===== src/rtl/bus_copy_master.sv =====
// Bus-master block copy engine: reads each word from the source range and writes it
// to the destination range through one master port of the shared two-master bus.
module bus_copy_master #(
    parameter int LEN_W = 5
) (
    input  logic             clk,
    input  logic             reset_n,
    input  logic             start,
    input  logic [7:0]       src_addr,
    input  logic [7:0]       dst_addr,
    input  logic [LEN_W-1:0] len,
    output logic             busy,
    output logic             done,
    output logic             M_req,
    input  logic             M_grant,
    output logic             M_wr,
    output logic [7:0]       M_address,
    output logic [31:0]      M_dout,
    input  logic [31:0]      M_din
);

    typedef enum logic [2:0] {
        ST_IDLE  = 3'd0,
        ST_REQ   = 3'd1,
        ST_READ  = 3'd2,
        ST_RDATA = 3'd3,
        ST_WRITE = 3'd4,
        ST_DONE  = 3'd5
    } state_t;

    localparam logic [LEN_W-1:0] CNT_ZERO = {LEN_W{1'b0}};
    localparam logic [LEN_W-1:0] CNT_ONE  = {{(LEN_W-1){1'b0}}, 1'b1};

    state_t           state_r;
    state_t           state_s;
    logic [7:0]       src_r;
    logic [7:0]       src_s;
    logic [7:0]       dst_r;
    logic [7:0]       dst_s;
    logic [LEN_W-1:0] cnt_r;
    logic [LEN_W-1:0] cnt_s;
    logic [31:0]      data_r;
    logic [31:0]      data_s;
    logic             wr_r;

    // Next-state and datapath update; grant loss freezes the transfer in place.
    always_comb begin
        state_s = state_r;
        src_s   = src_r;
        dst_s   = dst_r;
        cnt_s   = cnt_r;
        data_s  = data_r;
        case (state_r)
            ST_IDLE: begin
                if (start) begin
                    if (len == CNT_ZERO) begin
                        state_s = ST_DONE;
                    end else begin
                        src_s   = src_addr;
                        dst_s   = dst_addr;
                        cnt_s   = len;
                        state_s = ST_REQ;
                    end
                end else begin
                    state_s = ST_IDLE;
                end
            end
            ST_REQ: begin
                if (M_grant) begin
                    state_s = ST_READ;
                end else begin
                    state_s = ST_REQ;
                end
            end
            ST_READ: begin
                if (M_grant) begin
                    state_s = ST_RDATA;
                end else begin
                    state_s = ST_READ;
                end
            end
            ST_RDATA: begin
                // Without grant the returning data is not trusted, so the read is reissued.
                if (M_grant) begin
                    data_s  = M_din;
                    state_s = ST_WRITE;
                end else begin
                    state_s = ST_READ;
                end
            end
            ST_WRITE: begin
                if (M_grant) begin
                    src_s = src_r + 8'd1;
                    dst_s = dst_r + 8'd1;
                    cnt_s = cnt_r - CNT_ONE;
                    if (cnt_r == CNT_ONE) begin
                        state_s = ST_DONE;
                    end else begin
                        state_s = ST_READ;
                    end
                end else begin
                    state_s = ST_WRITE;
                end
            end
            ST_DONE: begin
                state_s = ST_IDLE;
            end
            default: begin
                state_s = ST_IDLE;
            end
        endcase
    end

    // State, datapath and output registers; outputs are decoded from the next state
    // so they line up with the state they describe.
    always_ff @(posedge clk or negedge reset_n) begin
        if (!reset_n) begin
            state_r   <= ST_IDLE;
            src_r     <= 8'd0;
            dst_r     <= 8'd0;
            cnt_r     <= CNT_ZERO;
            data_r    <= 32'd0;
            busy      <= 1'b0;
            done      <= 1'b0;
            M_req     <= 1'b0;
            wr_r      <= 1'b0;
            M_address <= 8'd0;
            M_dout    <= 32'd0;
        end else begin
            state_r <= state_s;
            src_r   <= src_s;
            dst_r   <= dst_s;
            cnt_r   <= cnt_s;
            data_r  <= data_s;
            busy    <= (state_s != ST_IDLE);
            done    <= (state_s == ST_DONE);
            M_req   <= (state_s inside {ST_REQ, ST_READ, ST_RDATA, ST_WRITE});
            wr_r    <= (state_s == ST_WRITE);
            case (state_s)
                ST_READ, ST_RDATA: begin
                    M_address <= src_s;
                    M_dout    <= 32'd0;
                end
                ST_WRITE: begin
                    M_address <= dst_s;
                    M_dout    <= data_s;
                end
                default: begin
                    M_address <= 8'd0;
                    M_dout    <= 32'd0;
                end
            endcase
        end
    end

    // A write strobe must never reach the bus while another master owns it.
    assign M_wr = wr_r & M_grant;

endmodule


===== config.mk =====
export PLATFORM = sky130hd
export DESIGN_NAME = bus_copy_master
export DESIGN_NICKNAME = d
export VERILOG_FILES = /design/src/rtl/bus_copy_master.sv
export SDC_FILE = /design/constraint.sdc
export NUM_CORES = 1
export LEC_CHECK = 0
export CELL_PAD_IN_SITES_DETAIL_PLACEMENT = 0
export CELL_PAD_IN_SITES_GLOBAL_PLACEMENT = 1
export CORE_MARGIN = 2
export CORE_UTILIZATION = 40
export DETAILED_ROUTE_END_ITERATION = 7
export PLACE_DENSITY_LB_ADDON = 0.2
export SLEW_MARGIN = 20
export SYNTH_ARGS = -nofsm -noshare
export SYNTH_HDL_FRONTEND = slang
export SYNTH_SLANG_ARGS = --single-unit

===== constraint.sdc =====
create_clock -name clk -period 3 [get_ports clk]
set_clock_uncertainty 0.15 [all_clocks]
set_input_delay 0.6 -clock clk [delete_from_list [all_inputs] [get_ports clk]]
set_output_delay 0.6 -clock clk [all_outputs]
set_load 0.01 [all_outputs]

==> reports/metrics.cfg <==
[status]
run_status=finished, final reports clean

[critical_path]
critPathTopFamily=buffers and inverters
max_stage_delay_ns=0.68
path_max_fanout=9
cp-end-kind=output pin
cp_common_cell=clkdlybuf4s50_1
required_ns=2.25
crit_arrival_ns=2.05
crit_buf_inv=2
cp_slowest_cell=clkdlybuf4s50_1
path_cells=clkdlybuf4s50_1, and2_1, clkdlybuf4s50_1
cp-start-kind=input pin
path_class=in -> out

[cells_and_area]
area_growth_pct=32.1
n_fill_cell=1015
seqCellArea_mm2=0.00250
drive_gt1_share_pct=15.2
multi_input_area_mm2=0.00183
diodes=0
nNetsFinal=543
final_area_mm2=0.00590

[clocking]
cts-root-buf=clkbuf_8
ctsResizeCount=0
htreeDepth=3
path_clk_slew_ns=0.10
cts-buffers-inserted=9
ctsHoldBuffers=0
worstSkewPairLatency_ns=0.37
cts_tree=built
clock-sinks=100
clock_path_buffers=2
post_cts_buffers=0

[synth]
synth_area_per_cell_um2=12.0
synth_cell_types=54
synth-compound-area-share_pct=13.1
ys_seq_area_share_pct=56.0
synthMuxAreaShare_pct=11.6
synth_seq_cells=100
synthFlopType=dfrtp_1
synth_top_family_by_area=simple AND/OR/NAND/NOR gates
async_flop_share_pct=100
synthAdderAreaFrac_pct=1.12
syn-num-nets=434
syn_inst=373
yosys.area_share.simple_pct=14.5
yosysWarnings=0
synth_edf_count=0
synth-xor-area-share_pct=0.785
synthesis.area_mm2=0.00447

[global_route]
overflow=0
antenna_found_initial=0
grt_pass1_vias=3278
grt_max_degree=67
grt_use_total_pct=18.4
grt_pass1_wl_um=16700

[pwr]
p_leak_uw=0.00260
switchingPower_uw=1820
max-vdd-ir-drop_mv=0.327
p_int_uw=3330
switching_share_pct=35.3
combPwrFrac_pct=41.3
pwr-share-seq_pct=42.5
power.density_mw_per_mm2=874
pwr-share-clk_pct=16.2

[route]
routedWlPerCell_um=16.6
viasPerCell=5.18
vias=3250
ant_nets=0
drtPass1Iterations=4
drt-total-wl_um=10400
drt_iter0_markers=239
drc=0

[timing]
finalCritPeriodShare_pct=93.2
worst_slew_pin_slew_ns=0.821
max-slew-margin-rel_pct=45.2
setup_viol=0
tns_ns=0
hold_violations=0
period_needed_ns=2.80
clock.fmax_ghz=0.358
slew_viol_final=0
grt_setup_unrepaired=no

[floorplan]
pin_count=101
die_area_mm2=0.0120
rows=38
die_x_um=110
fp.dieH_um=110
initial_core_util_pct=41.0
core_mm2=0.0109

[placed_design]
place_area_mm2=0.00571
port_buffers=100
gp_congestion=0.899
hpwl_um=7570

[flow_run]
cap_violations=0

[worst_hold_path]
min_path_type=in -> async

==> metrics by stage <==
| step | hold slack, ns | util [%] | total power (uW) | setup WS, ns | std cells |
|---|---|---|---|---|---|
| after floorplan | 0.154 | - | 3530 | 0.959 | 373 |
| after global placement | 0.322 | 52.4 | 4320 | 0.189 | 611 |
| after detailed placement | 0.326 | 52.4 | 4360 | 0.217 | 611 |
| after CTS | 0.189 | 54.2 | 5210 | 0.217 | 627 |
| after global routing | 0.227 | 54.2 | 5540 | 0.189 | 627 |
| final | 0.161 | 54.2 | 5150 | 0.205 | 627 |
==> state kept, by name (all words and copies together), names as in the netlist <==
signal	flops
M_dout	32
src_r	8
wr_r	1
busy	1
cnt_r	5
M_req	1
dst_r	8
done	1
M_address	8
state_r	3
data_r	32
==> power by group through the flow <==
stage,Clock [uW],Combinational (uW),Sequential [uW]
after floorplan,0,1360,2180
after global placement,0,2110,2210
after detailed placement,0,2140,2220
after CTS,873,2150,2190
after global routing,935,2350,2260
final,836,2130,2190
==> cell usage after synthesis (all sizes together) (2+ instances only) <==
cell      n  area share (%)
buf      11             1.6
ha        4             1.1
o21ai    27             3.2
and2     35             4.9
mux2     36              12
o22ai    12             1.7
xnor2     2            0.39
clkbuf    6            0.50
o21a      3            0.53
a21oi    15             1.9
o221a     4             1.0
or2       2            0.28
nor2b     2            0.28
and4      2            0.39
a211oi    2            0.34
dfrtp   100              56
a221oi    2            0.39
nor2     23             2.0
nor3      7            0.78
nand3    10             1.1
a22o      2            0.39
o22a      2            0.39
a31oi     4            0.56
inv       9            0.76
a221o     3            0.67
xor2      2            0.39
nand4     5            0.70
nand2    19             1.6
and3      4            0.56
nand2b    2            0.28
o211ai    2            0.34
==> worst paths after layout <==
check	start	to	slack [ns]	depth (start not counted)
setup / recovery	M_grant	M_wr	0.20	3
min in group clk	data_r[13]$_DFF_PN0_	data_r[13]$_DFF_PN0_	0.34	1
hold reg to reg	data_r[13]$_DFF_PN0_	data_r[13]$_DFF_PN0_	0.34	1
max in group asynchronous	reset_n	M_dout[23]$_DFF_PN0_	1.88	2
hold / removal	reset_n	M_dout[30]$_DFF_PN0_	0.16	1
setup reg to reg	state_r[2]$_DFF_PN0_	M_address[3]$_DFF_PN0_	0.76	5
==> cells in the final DEF, fill, tap and decap left out, types with 6 or more instances in the layout <==
master / Yosys / layout
clkbuf_8: 0 / 10
clkdlybuf4s50_1: 0 / 99
and2_1: 35 / 35
o21ai_0: 12 / 12
nand3_1: 10 / 10
o21ai_1: 13 / 13
a21oi_1: 14 / 14
mux2_1: 6 / 6
nor2_1: 22 / 22
nand2_1: 19 / 19
o22ai_1: 12 / 12
buf_4: 0 / 12
dfrtp_1: 100 / 100
nor3_1: 7 / 7
mux2_4: 30 / 30
inv_1: 7 / 7
==> per-layer routing <==
layer | part of all wire, % | vias up | global-route usage, %
met1 | 46 | 1589 | 24.6
li1 | - | 1561 | -
met4 | 1.0 | 0 | 5.79
met5 | 0 | - | 0
met2 | 47 | 91 | 30.2
met3 | 5.8 | 9 | 3.44
==> worst register-to-register path, stage by stage (launching register included) <==
cell and delay, ns:
dfrtp_1 0.74, nand2b_1 0.20, or2_2 0.27, o21a_2 0.29, inv_2 0.14, a221o_1 0.35
==> cells by family (layout without fill, tap and decap cells) <==
group           Yosys count  count (layout)
xor+xnor                  4               4
buf+inv                  26             140
fa+ha+maj                 4               4
flops                   100             100
simple gates            117             117
mux                      36              36
compound gates           86              86
==> area by class of cell <==
| cell class | count | share of cell area (%) |
|---|---|---|
| clock buffer | 10 | 2.33 |
| inverter | 9 | 0.573 |
| multi-input combinational | 247 | 31.1 |
| timing repair buffer | 115 | 19.7 |
| clock inverter | 6 | 0.912 |
| tap | 140 | 2.97 |
| sequential | 100 | 42.4 |
Power figures use the tool's default switching activity.
